File: src/rtl/dmem_arbiter_if.sv
`default_nettype none
// +----------------------------------------------------------------------+
// | dmem_arbiter_if                                                      |
// | CPU / debug requester ports and byte-memory port of dmem_arbiter.    |
// | Rev 1.0                                                              |
// +----------------------------------------------------------------------+
interface dmem_arbiter_if #(
  parameter int ADDR_W = 5
);
  logic              cpu_req_i;
  logic              cpu_we_i;
  logic [ADDR_W-1:0] cpu_addr_i;
  logic [31:0]       cpu_wdata_i;
  logic [31:0]       cpu_rdata_o;
  logic              cpu_ack_o;
  logic              cpu_stall_o;

  logic              dbg_req_i;
  logic              dbg_we_i;
  logic [ADDR_W-1:0] dbg_addr_i;
  logic [31:0]       dbg_wdata_i;
  logic [31:0]       dbg_rdata_o;
  logic              dbg_ack_o;

  logic              mem_en_o;
  logic              mem_we_o;
  logic [ADDR_W-1:0] mem_addr_o;
  logic [7:0]        mem_wdata_o;
  logic [7:0]        mem_rdata_i;

  modport slave (
    input  cpu_req_i, cpu_we_i, cpu_addr_i, cpu_wdata_i,
    output cpu_rdata_o, cpu_ack_o, cpu_stall_o,
    input  dbg_req_i, dbg_we_i, dbg_addr_i, dbg_wdata_i,
    output dbg_rdata_o, dbg_ack_o,
    output mem_en_o, mem_we_o, mem_addr_o, mem_wdata_o,
    input  mem_rdata_i
  );

  modport master (
    output cpu_req_i, cpu_we_i, cpu_addr_i, cpu_wdata_i,
    input  cpu_rdata_o, cpu_ack_o, cpu_stall_o,
    output dbg_req_i, dbg_we_i, dbg_addr_i, dbg_wdata_i,
    input  dbg_rdata_o, dbg_ack_o,
    input  mem_en_o, mem_we_o, mem_addr_o, mem_wdata_o,
    output mem_rdata_i
  );
endinterface
`default_nettype wire

File: src/rtl/dmem_arbiter.sv
`default_nettype none
// +----------------------------------------------------------------------+
// | dmem_arbiter                                                         |
// | Shares a byte-wide data memory between CPU and debug; each word is   |
// | moved as four byte beats, CPU priority with a debug starvation cap.  |
// | Rev 1.0                                                              |
// +----------------------------------------------------------------------+
module dmem_arbiter #(
  parameter int ADDR_W   = 5,
  parameter int MAX_WAIT = 8,
  parameter int CNT_W    = 32
) (
  input  wire              clk_i,
  input  wire              rst_i,
  dmem_arbiter_if.slave    bus,
  output logic [CNT_W-1:0] stall_cnt_o
);

  localparam int WAIT_W = $clog2(MAX_WAIT + 1);
  localparam logic [WAIT_W-1:0] c_MAX_WAIT = WAIT_W'(MAX_WAIT);

  typedef enum logic [1:0] {
    S_IDLE = 2'd0,
    S_XFER = 2'd1,
    S_LAST = 2'd2,
    S_ACK  = 2'd3
  } state_t;

  state_t            r_state;
  state_t            w_state_nxt;
  logic [1:0]        r_beat;
  logic              r_sel_dbg;
  logic              r_we;
  logic [ADDR_W-3:0] r_addr;
  logic [31:0]       r_wdata;
  logic [31:0]       r_rdata;
  logic [WAIT_W-1:0] r_wait_cnt;
  logic [CNT_W-1:0]  r_stall_cnt;

  logic w_grant_dbg;
  logic w_grant_cpu;
  logic w_mem_en;
  logic w_cpu_ack;
  logic w_dbg_ack;
  logic w_cpu_stall;
  logic w_unused_addr_lsbs;

  // Debug only overrides CPU priority once it has been bypassed MAX_WAIT times.
  always_comb begin
    w_grant_dbg = 1'b0;
    w_grant_cpu = 1'b0;
    w_state_nxt = r_state;
    case (r_state)
      S_IDLE: begin
        w_grant_dbg = bus.dbg_req_i & ((r_wait_cnt == c_MAX_WAIT) | ~bus.cpu_req_i);
        w_grant_cpu = bus.cpu_req_i & ~w_grant_dbg;
        if (w_grant_dbg | w_grant_cpu) w_state_nxt = S_XFER;
      end
      S_XFER:  if (r_beat == 2'd3) w_state_nxt = S_LAST;
      S_LAST:  w_state_nxt = S_ACK;
      S_ACK:   w_state_nxt = S_IDLE;
      default: w_state_nxt = S_IDLE;
    endcase
  end

  always_ff @(posedge clk_i or negedge rst_i) begin
    if (!rst_i) r_state <= S_IDLE;
    else        r_state <= w_state_nxt;
  end

  always_ff @(posedge clk_i or negedge rst_i) begin
    if (!rst_i) begin
      r_beat      <= '0;
      r_sel_dbg   <= 1'b0;
      r_we        <= 1'b0;
      r_addr      <= '0;
      r_wdata     <= '0;
      r_rdata     <= '0;
      r_wait_cnt  <= '0;
      r_stall_cnt <= '0;
    end else begin
      if (w_cpu_stall) r_stall_cnt <= r_stall_cnt + CNT_W'(1);
      case (r_state)
        S_IDLE: begin
          r_beat  <= '0;
          r_rdata <= '0;
          if (w_grant_dbg) begin
            r_sel_dbg  <= 1'b1;
            r_we       <= bus.dbg_we_i;
            r_addr     <= bus.dbg_addr_i[ADDR_W-1:2];
            r_wdata    <= bus.dbg_wdata_i;
            r_wait_cnt <= '0;
          end else if (w_grant_cpu) begin
            r_sel_dbg <= 1'b0;
            r_we      <= bus.cpu_we_i;
            r_addr    <= bus.cpu_addr_i[ADDR_W-1:2];
            r_wdata   <= bus.cpu_wdata_i;
            if (bus.dbg_req_i && (r_wait_cnt != c_MAX_WAIT))
              r_wait_cnt <= r_wait_cnt + WAIT_W'(1);
          end
        end
        S_XFER: begin
          r_beat <= r_beat + 2'd1;
          // Registered memory: the byte returned now belongs to the previous beat.
          if (!r_we && (r_beat != 2'd0))
            r_rdata[{r_beat - 2'd1, 3'b000} +: 8] <= bus.mem_rdata_i;
        end
        S_LAST: begin
          if (!r_we) r_rdata[31:24] <= bus.mem_rdata_i;
        end
        default: ;
      endcase
    end
  end

  assign w_mem_en    = (r_state == S_XFER);
  assign w_cpu_ack   = (r_state == S_ACK) & ~r_sel_dbg;
  assign w_dbg_ack   = (r_state == S_ACK) &  r_sel_dbg;
  assign w_cpu_stall = bus.cpu_req_i & ~w_cpu_ack;

  assign bus.mem_en_o    = w_mem_en;
  assign bus.mem_we_o    = w_mem_en & r_we;
  assign bus.mem_addr_o  = w_mem_en ? {r_addr, r_beat} : '0;
  assign bus.mem_wdata_o = w_mem_en ? r_wdata[{r_beat, 3'b000} +: 8] : '0;

  assign bus.cpu_ack_o   = w_cpu_ack;
  assign bus.cpu_rdata_o = (w_cpu_ack & ~r_we) ? r_rdata : '0;
  assign bus.cpu_stall_o = w_cpu_stall;
  assign bus.dbg_ack_o   = w_dbg_ack;
  assign bus.dbg_rdata_o = (w_dbg_ack & ~r_we) ? r_rdata : '0;

  assign stall_cnt_o = r_stall_cnt;

  assign w_unused_addr_lsbs = ^{bus.cpu_addr_i[1:0], bus.dbg_addr_i[1:0]};

endmodule
`default_nettype wire

File: src/flat_wrapper.sv
// flat-port wrapper written by rule: the top's interface ports become plain ports
module dmem_arbiter_flat 
#(
  parameter int ADDR_W   = 5,
  parameter int MAX_WAIT = 8,
  parameter int CNT_W    = 32
)
  (clk_i, rst_i, stall_cnt_o, bus_cpu_req_i, bus_cpu_we_i, bus_cpu_addr_i, bus_cpu_wdata_i, bus_cpu_rdata_o, bus_cpu_ack_o, bus_cpu_stall_o, bus_dbg_req_i, bus_dbg_we_i, bus_dbg_addr_i, bus_dbg_wdata_i, bus_dbg_rdata_o, bus_dbg_ack_o, bus_mem_en_o, bus_mem_we_o, bus_mem_addr_o, bus_mem_wdata_o, bus_mem_rdata_i);
  dmem_arbiter_if #(.ADDR_W(ADDR_W)) bus_i ();
  input  wire clk_i;
  input  wire rst_i;
  output logic [CNT_W-1:0] stall_cnt_o;
  input wire logic [$bits(bus_i.cpu_req_i)-1:0] bus_cpu_req_i;
  input wire logic [$bits(bus_i.cpu_we_i)-1:0] bus_cpu_we_i;
  input wire logic [$bits(bus_i.cpu_addr_i)-1:0] bus_cpu_addr_i;
  input wire logic [$bits(bus_i.cpu_wdata_i)-1:0] bus_cpu_wdata_i;
  output wire logic [$bits(bus_i.cpu_rdata_o)-1:0] bus_cpu_rdata_o;
  output wire logic [$bits(bus_i.cpu_ack_o)-1:0] bus_cpu_ack_o;
  output wire logic [$bits(bus_i.cpu_stall_o)-1:0] bus_cpu_stall_o;
  input wire logic [$bits(bus_i.dbg_req_i)-1:0] bus_dbg_req_i;
  input wire logic [$bits(bus_i.dbg_we_i)-1:0] bus_dbg_we_i;
  input wire logic [$bits(bus_i.dbg_addr_i)-1:0] bus_dbg_addr_i;
  input wire logic [$bits(bus_i.dbg_wdata_i)-1:0] bus_dbg_wdata_i;
  output wire logic [$bits(bus_i.dbg_rdata_o)-1:0] bus_dbg_rdata_o;
  output wire logic [$bits(bus_i.dbg_ack_o)-1:0] bus_dbg_ack_o;
  output wire logic [$bits(bus_i.mem_en_o)-1:0] bus_mem_en_o;
  output wire logic [$bits(bus_i.mem_we_o)-1:0] bus_mem_we_o;
  output wire logic [$bits(bus_i.mem_addr_o)-1:0] bus_mem_addr_o;
  output wire logic [$bits(bus_i.mem_wdata_o)-1:0] bus_mem_wdata_o;
  input wire logic [$bits(bus_i.mem_rdata_i)-1:0] bus_mem_rdata_i;
  assign bus_i.cpu_req_i = bus_cpu_req_i;
  assign bus_i.cpu_we_i = bus_cpu_we_i;
  assign bus_i.cpu_addr_i = bus_cpu_addr_i;
  assign bus_i.cpu_wdata_i = bus_cpu_wdata_i;
  assign bus_cpu_rdata_o = bus_i.cpu_rdata_o;
  assign bus_cpu_ack_o = bus_i.cpu_ack_o;
  assign bus_cpu_stall_o = bus_i.cpu_stall_o;
  assign bus_i.dbg_req_i = bus_dbg_req_i;
  assign bus_i.dbg_we_i = bus_dbg_we_i;
  assign bus_i.dbg_addr_i = bus_dbg_addr_i;
  assign bus_i.dbg_wdata_i = bus_dbg_wdata_i;
  assign bus_dbg_rdata_o = bus_i.dbg_rdata_o;
  assign bus_dbg_ack_o = bus_i.dbg_ack_o;
  assign bus_mem_en_o = bus_i.mem_en_o;
  assign bus_mem_we_o = bus_i.mem_we_o;
  assign bus_mem_addr_o = bus_i.mem_addr_o;
  assign bus_mem_wdata_o = bus_i.mem_wdata_o;
  assign bus_i.mem_rdata_i = bus_mem_rdata_i;
  dmem_arbiter #(.ADDR_W(ADDR_W), .MAX_WAIT(MAX_WAIT), .CNT_W(CNT_W)) u_core (.clk_i(clk_i), .rst_i(rst_i), .bus(bus_i), .stall_cnt_o(stall_cnt_o));
endmodule
File: config.mk
export PLATFORM = sky130hd
export DESIGN_NAME = dmem_arbiter_flat
export DESIGN_NICKNAME = d
export VERILOG_FILES = /design/src/rtl/dmem_arbiter_if.sv /design/src/rtl/dmem_arbiter.sv /design/src/flat_wrapper.sv
export SDC_FILE = /design/constraint.sdc
export NUM_CORES = 1
export LEC_CHECK = 0
export BUFFER_PORTS_ARGS = -buffer_cell sky130_fd_sc_hd__buf_2
export CAP_MARGIN = 10
export CORE_MARGIN = 2
export CORE_UTILIZATION = 40
export CTS_CLUSTER_DIAMETER = 100
export DETAILED_ROUTE_END_ITERATION = 16
export PLACE_DENSITY = 0.64
export SETUP_SLACK_MARGIN = 0.5
export SLEW_MARGIN = 25
export SYNTH_ARGS = -nofsm -noshare
export SYNTH_HDL_FRONTEND = slang
export SYNTH_SLANG_ARGS = --single-unit
File: constraint.sdc
create_clock -name clk_i -period 2.5 [get_ports clk_i]
set_input_delay 0.125 -clock clk_i [delete_from_list [all_inputs] [get_ports clk_i]]
set_output_delay 0.125 -clock clk_i [all_outputs]
set_load 0.05 [all_outputs]
==> reports/metrics.json <==
{
  "grt.total_usage_pct": 18.8,
  "synthesis.area_um2": 6230,
  "globalRoute.totalOverflow": 0,
  "grt_first_pass_wirelength_um": 24600,
  "clk_pin_slew_worst_paths_ns": 0.07,
  "globalplace.congestion": 0.843,
  "sum_of_negative_setup_slack_ns": 0,
  "vdd_drop_max_mv": 0.516,
  "clock.fmax_mhz": 501,
  "areaGrowthSynthToFinish_pct": 31.3,
  "portBuffers": 197,
  "timing.clock.skew_ns": 0.00787,
  "power.density_nw_per_um2": 972,
  "ys_async_sr_fraction_pct": 100,
  "pin_count": 202,
  "period_needed_ns": 2.00,
  "drtIter0Drc": 247,
  "netlist-cell-type-count": 52,
  "nFillCells": 1359,
  "setup.worst_path.end_class": "output pin",
  "grt_start_max_net_pins": 57,
  "layout_common_cells": "sky130_fd_sc_hd__buf_2, sky130_fd_sc_hd__dfrtp_1, sky130_fd_sc_hd__nand2_1",
  "cts-root-buf": "sky130_fd_sc_hd__clkbuf_16",
  "power.leakage_nw": 3.92,
  "clk_latency_ns": 0.35,
  "path_type_of_the_worst_min_delay_path": "in2reg",
  "initial_antenna_violation_count": 0,
  "initial_core_utilization_pct": 41.0,
  "final_common_cell": "sky130_fd_sc_hd__buf_2",
  "crit_type": "reg2out",
  "worst_pin_slew_ns": 0.851,
  "grt_pass1_vias": 4938,
  "remaining_drc_errors": 0,
  "dr_total_vias": 5098,
  "max-slew-margin-rel_pct": 43.1,
  "synth-edff-count": 0,
  "max_stage_delay_cell_worst_path": "sky130_fd_sc_hd__dfrtp_2",
  "antenna_cells": 0,
  "cts_tree": "built",
  "hold_viol_final": 0,
  "nNetsFinal": 904,
  "finalCoreUtilization_pct": 53.8,
  "timing.final.ws_setup_ns": 0.502,
  "final_min_period_over_clock_period_pct": 79.9,
  "first_pass_iters": 4,
  "dpl_worst_slack_ns": 0.530,
  "total_number_of_placement_rows": 45,
  "rsz0062_at_grt": "yes",
  "crit_path_max_fanout": 16,
  "clock_tree.buffer_depth": 2,
  "cpPeakStageDelay_ns": 0.45,
  "ys.warnings.count": 0,
  "post_drt_wl_per_cell_um": 16.1,
  "tritoncts.num_buffers": 9,
  "final_layout_size_suffix_gt1_share_pct": 40.3,
  "post_drt_via_cell_ratio": 5.12,
  "worstSetupStartpointType": "flip-flop",
  "postRouteAntennaNets": 0,
  "htreeDepth": 3,
  "core_um2": 15200,
  "synthCells": 610,
  "cp_top_family": "simple AND/OR/NAND/NOR gates",
  "timing_max_transition_violations_final": 0,
  "status": "finished, final reports clean",
  "synth-seq-cells": 109,
  "cap_violations": 0,
  "die_height_um": 129,
  "synth_ff_type": "sky130_fd_sc_hd__dfrtp_1",
  "dp_hpwl_um": 11200,
  "die_area_um2": 16600,
  "cp_data_arrival_time_ns": 1.87,
  "critical_path.cell_chain": "ha_4 -> and2_4 -> nor2b_4 -> buf_8 -> and2_2 -> buf_4",
  "cp.required_ns": 2.38,
  "timing.critical_path.buf_inv": 2,
  "setup_viol": 0,
  "fp.dieW_um": 129,
  "synth_seq_area_share_pct": 43.8,
  "final_wl_um": 16000,
  "synth_area_per_cell_um2": 10.2,
  "syn_nets": 711,
  "clock_sink_count": 109
}
stage by stage:
stage / hold WS [ns] / total power [mW] / cell area (um^2) / cells
6_report: 0.0388 / 7.95 / 8180 / 996
5_1_grt: 0.0421 / 8.48 / 8180 / 996
4_1_cts: 0.0295 / 7.83 / 7960 / 988
3_5_place_dp: 0.234 / 6.18 / 7400 / 967
3_3_place_gp: 0.220 / 6.07 / 7400 / 967
2_1_floorplan: -0.171 / 5.33 / 6280 / 610
cell usage after synthesis, types with 2 or more instances:
cell                       instances  share of area (%)
sky130_fd_sc_hd__dfrtp_1         109                 44
sky130_fd_sc_hd__nand2_1          91                5.5
sky130_fd_sc_hd__and2_1           80                8.0
sky130_fd_sc_hd__o21ai_1          46                3.7
sky130_fd_sc_hd__mux2i_1          36                5.8
sky130_fd_sc_hd__xor2_1           20                2.8
sky130_fd_sc_hd__inv_1            19                1.1
sky130_fd_sc_hd__nand2b_1         17                1.7
sky130_fd_sc_hd__clkbuf_1         16               0.96
sky130_fd_sc_hd__o31ai_1          16                1.9
sky130_fd_sc_hd__ha_1             13                2.6
sky130_fd_sc_hd__o21ai_0          11               0.88
sky130_fd_sc_hd__xnor2_1          11                1.5
sky130_fd_sc_hd__nand3_1          10               0.80
sky130_fd_sc_hd__buf_2             9               0.72
sky130_fd_sc_hd__a22oi_1           8               0.96
sky130_fd_sc_hd__mux4_2            8                2.9
sky130_fd_sc_hd__nor4_2            8                1.6
sky130_fd_sc_hd__o41ai_1           8                1.1
sky130_fd_sc_hd__buf_6             7                1.3
sky130_fd_sc_hd__nor2_1            7               0.42
sky130_fd_sc_hd__buf_4             6               0.72
sky130_fd_sc_hd__nor3_2            6               0.96
sky130_fd_sc_hd__nand4_1           4               0.40
sky130_fd_sc_hd__nor3_1            4               0.32
sky130_fd_sc_hd__a31oi_4           3                1.0
sky130_fd_sc_hd__and4_1            3               0.42
sky130_fd_sc_hd__and4_4            3               0.54
sky130_fd_sc_hd__nor4_4            3                1.0
sky130_fd_sc_hd__a21oi_1           2               0.16
sky130_fd_sc_hd__a31oi_1           2               0.20
sky130_fd_sc_hd__and3_1            2               0.20
sky130_fd_sc_hd__mux2_2            2               0.36
sky130_fd_sc_hd__nor2b_1           2               0.20
worst min-delay path: stages:
cell and delay [ns]:
sky130_fd_sc_hd__buf_2 0.07, sky130_fd_sc_hd__mux2i_1 0.05, sky130_fd_sc_hd__o21ai_1 0.10
worst paths after layout:
path / end / start / slack [ns] / cells past startpoint
setup / recovery: bus_dbg_rdata_o[24] / u_core.r_state[0] / 0.50 / 6
hold / removal: u_core.r_wdata[21] / bus_cpu_wdata_i[21] / 0.04 / 3
setup reg to reg: u_core.r_rdata[31] / u_core.r_beat[0] / 0.64 / 7
hold reg to reg: u_core.stall_cnt_o[31] / u_core.stall_cnt_o[31] / 0.46 / 1
max in group asynchronous: u_core.r_beat[0] / rst_i / 1.37 / 3
min in group asynchronous: u_core.stall_cnt_o[13] / rst_i / 0.37 / 2
where the power goes:
part	switching [mW]	internal (mW)	total, mW
registers	0.399	2.25	2.65
logic	2.36	1.41	3.78
clock network	0.643	0.877	1.52
total	3.41	4.54	7.95
routing by layer:
layer	part of all wire, %	track usage (%)	wire [um]	up-vias
met2	50	32.5	7990	194
met1	42	23.9	6720	2395
met5	0	0	0	-
met4	2.0	6.91	320	0
li1	-	-	-	2486
met3	6.1	3.16	981	23
what timing repair did:
item                       CTS  global route
buffers inserted             3             3
hold endpoints to repair    55             0
setup endpoints to repair   75           131
hold buffers                 1             0
gates cloned                 1             5
gates resized for setup     76            30
cell families (layout without fill, tap and decap cells):
| kind of cell | count (synthesis) | in the layout | share of synthesized area, % |
|---|---|---|---|
| buffers and inverters | 58 | 256 | 4.90 |
| xor gates and xnor gates | 31 | 31 | 4.36 |
| adders and majority gates | 13 | 13 | 2.61 |
| and+or+nand+nor | 251 | 251 | 24.4 |
| AOI/OAI and AO/OA | 102 | 102 | 10.9 |
| muxes | 46 | 46 | 9.04 |
| DFF | 109 | 109 | 43.8 |
final cells by class:
cell class                 instances  area (um^2)  share of cell area, %
inverter                          19         71.3                  0.872
multi-input combinational        443         3330                   40.7
clock buffer                      10          229                   2.80
clock inverter                     6         87.6                   1.07
timing repair buffer             221         1500                   18.3
tap                              188          235                   2.88
sequential                       109         2730                   33.4
flip-flops by register name, summed over array words and instances (netlist names):
signal / cells
u_core.r_wait_cnt: 4
u_core.r_sel_dbg: 1
u_core.r_addr: 3
u_core.r_beat: 2
u_core.r_wdata: 32
u_core.stall_cnt_o: 32
u_core.r_rdata: 32
u_core.r_we: 1
u_core.r_state: 2
Power figures use the tool's default switching activity.
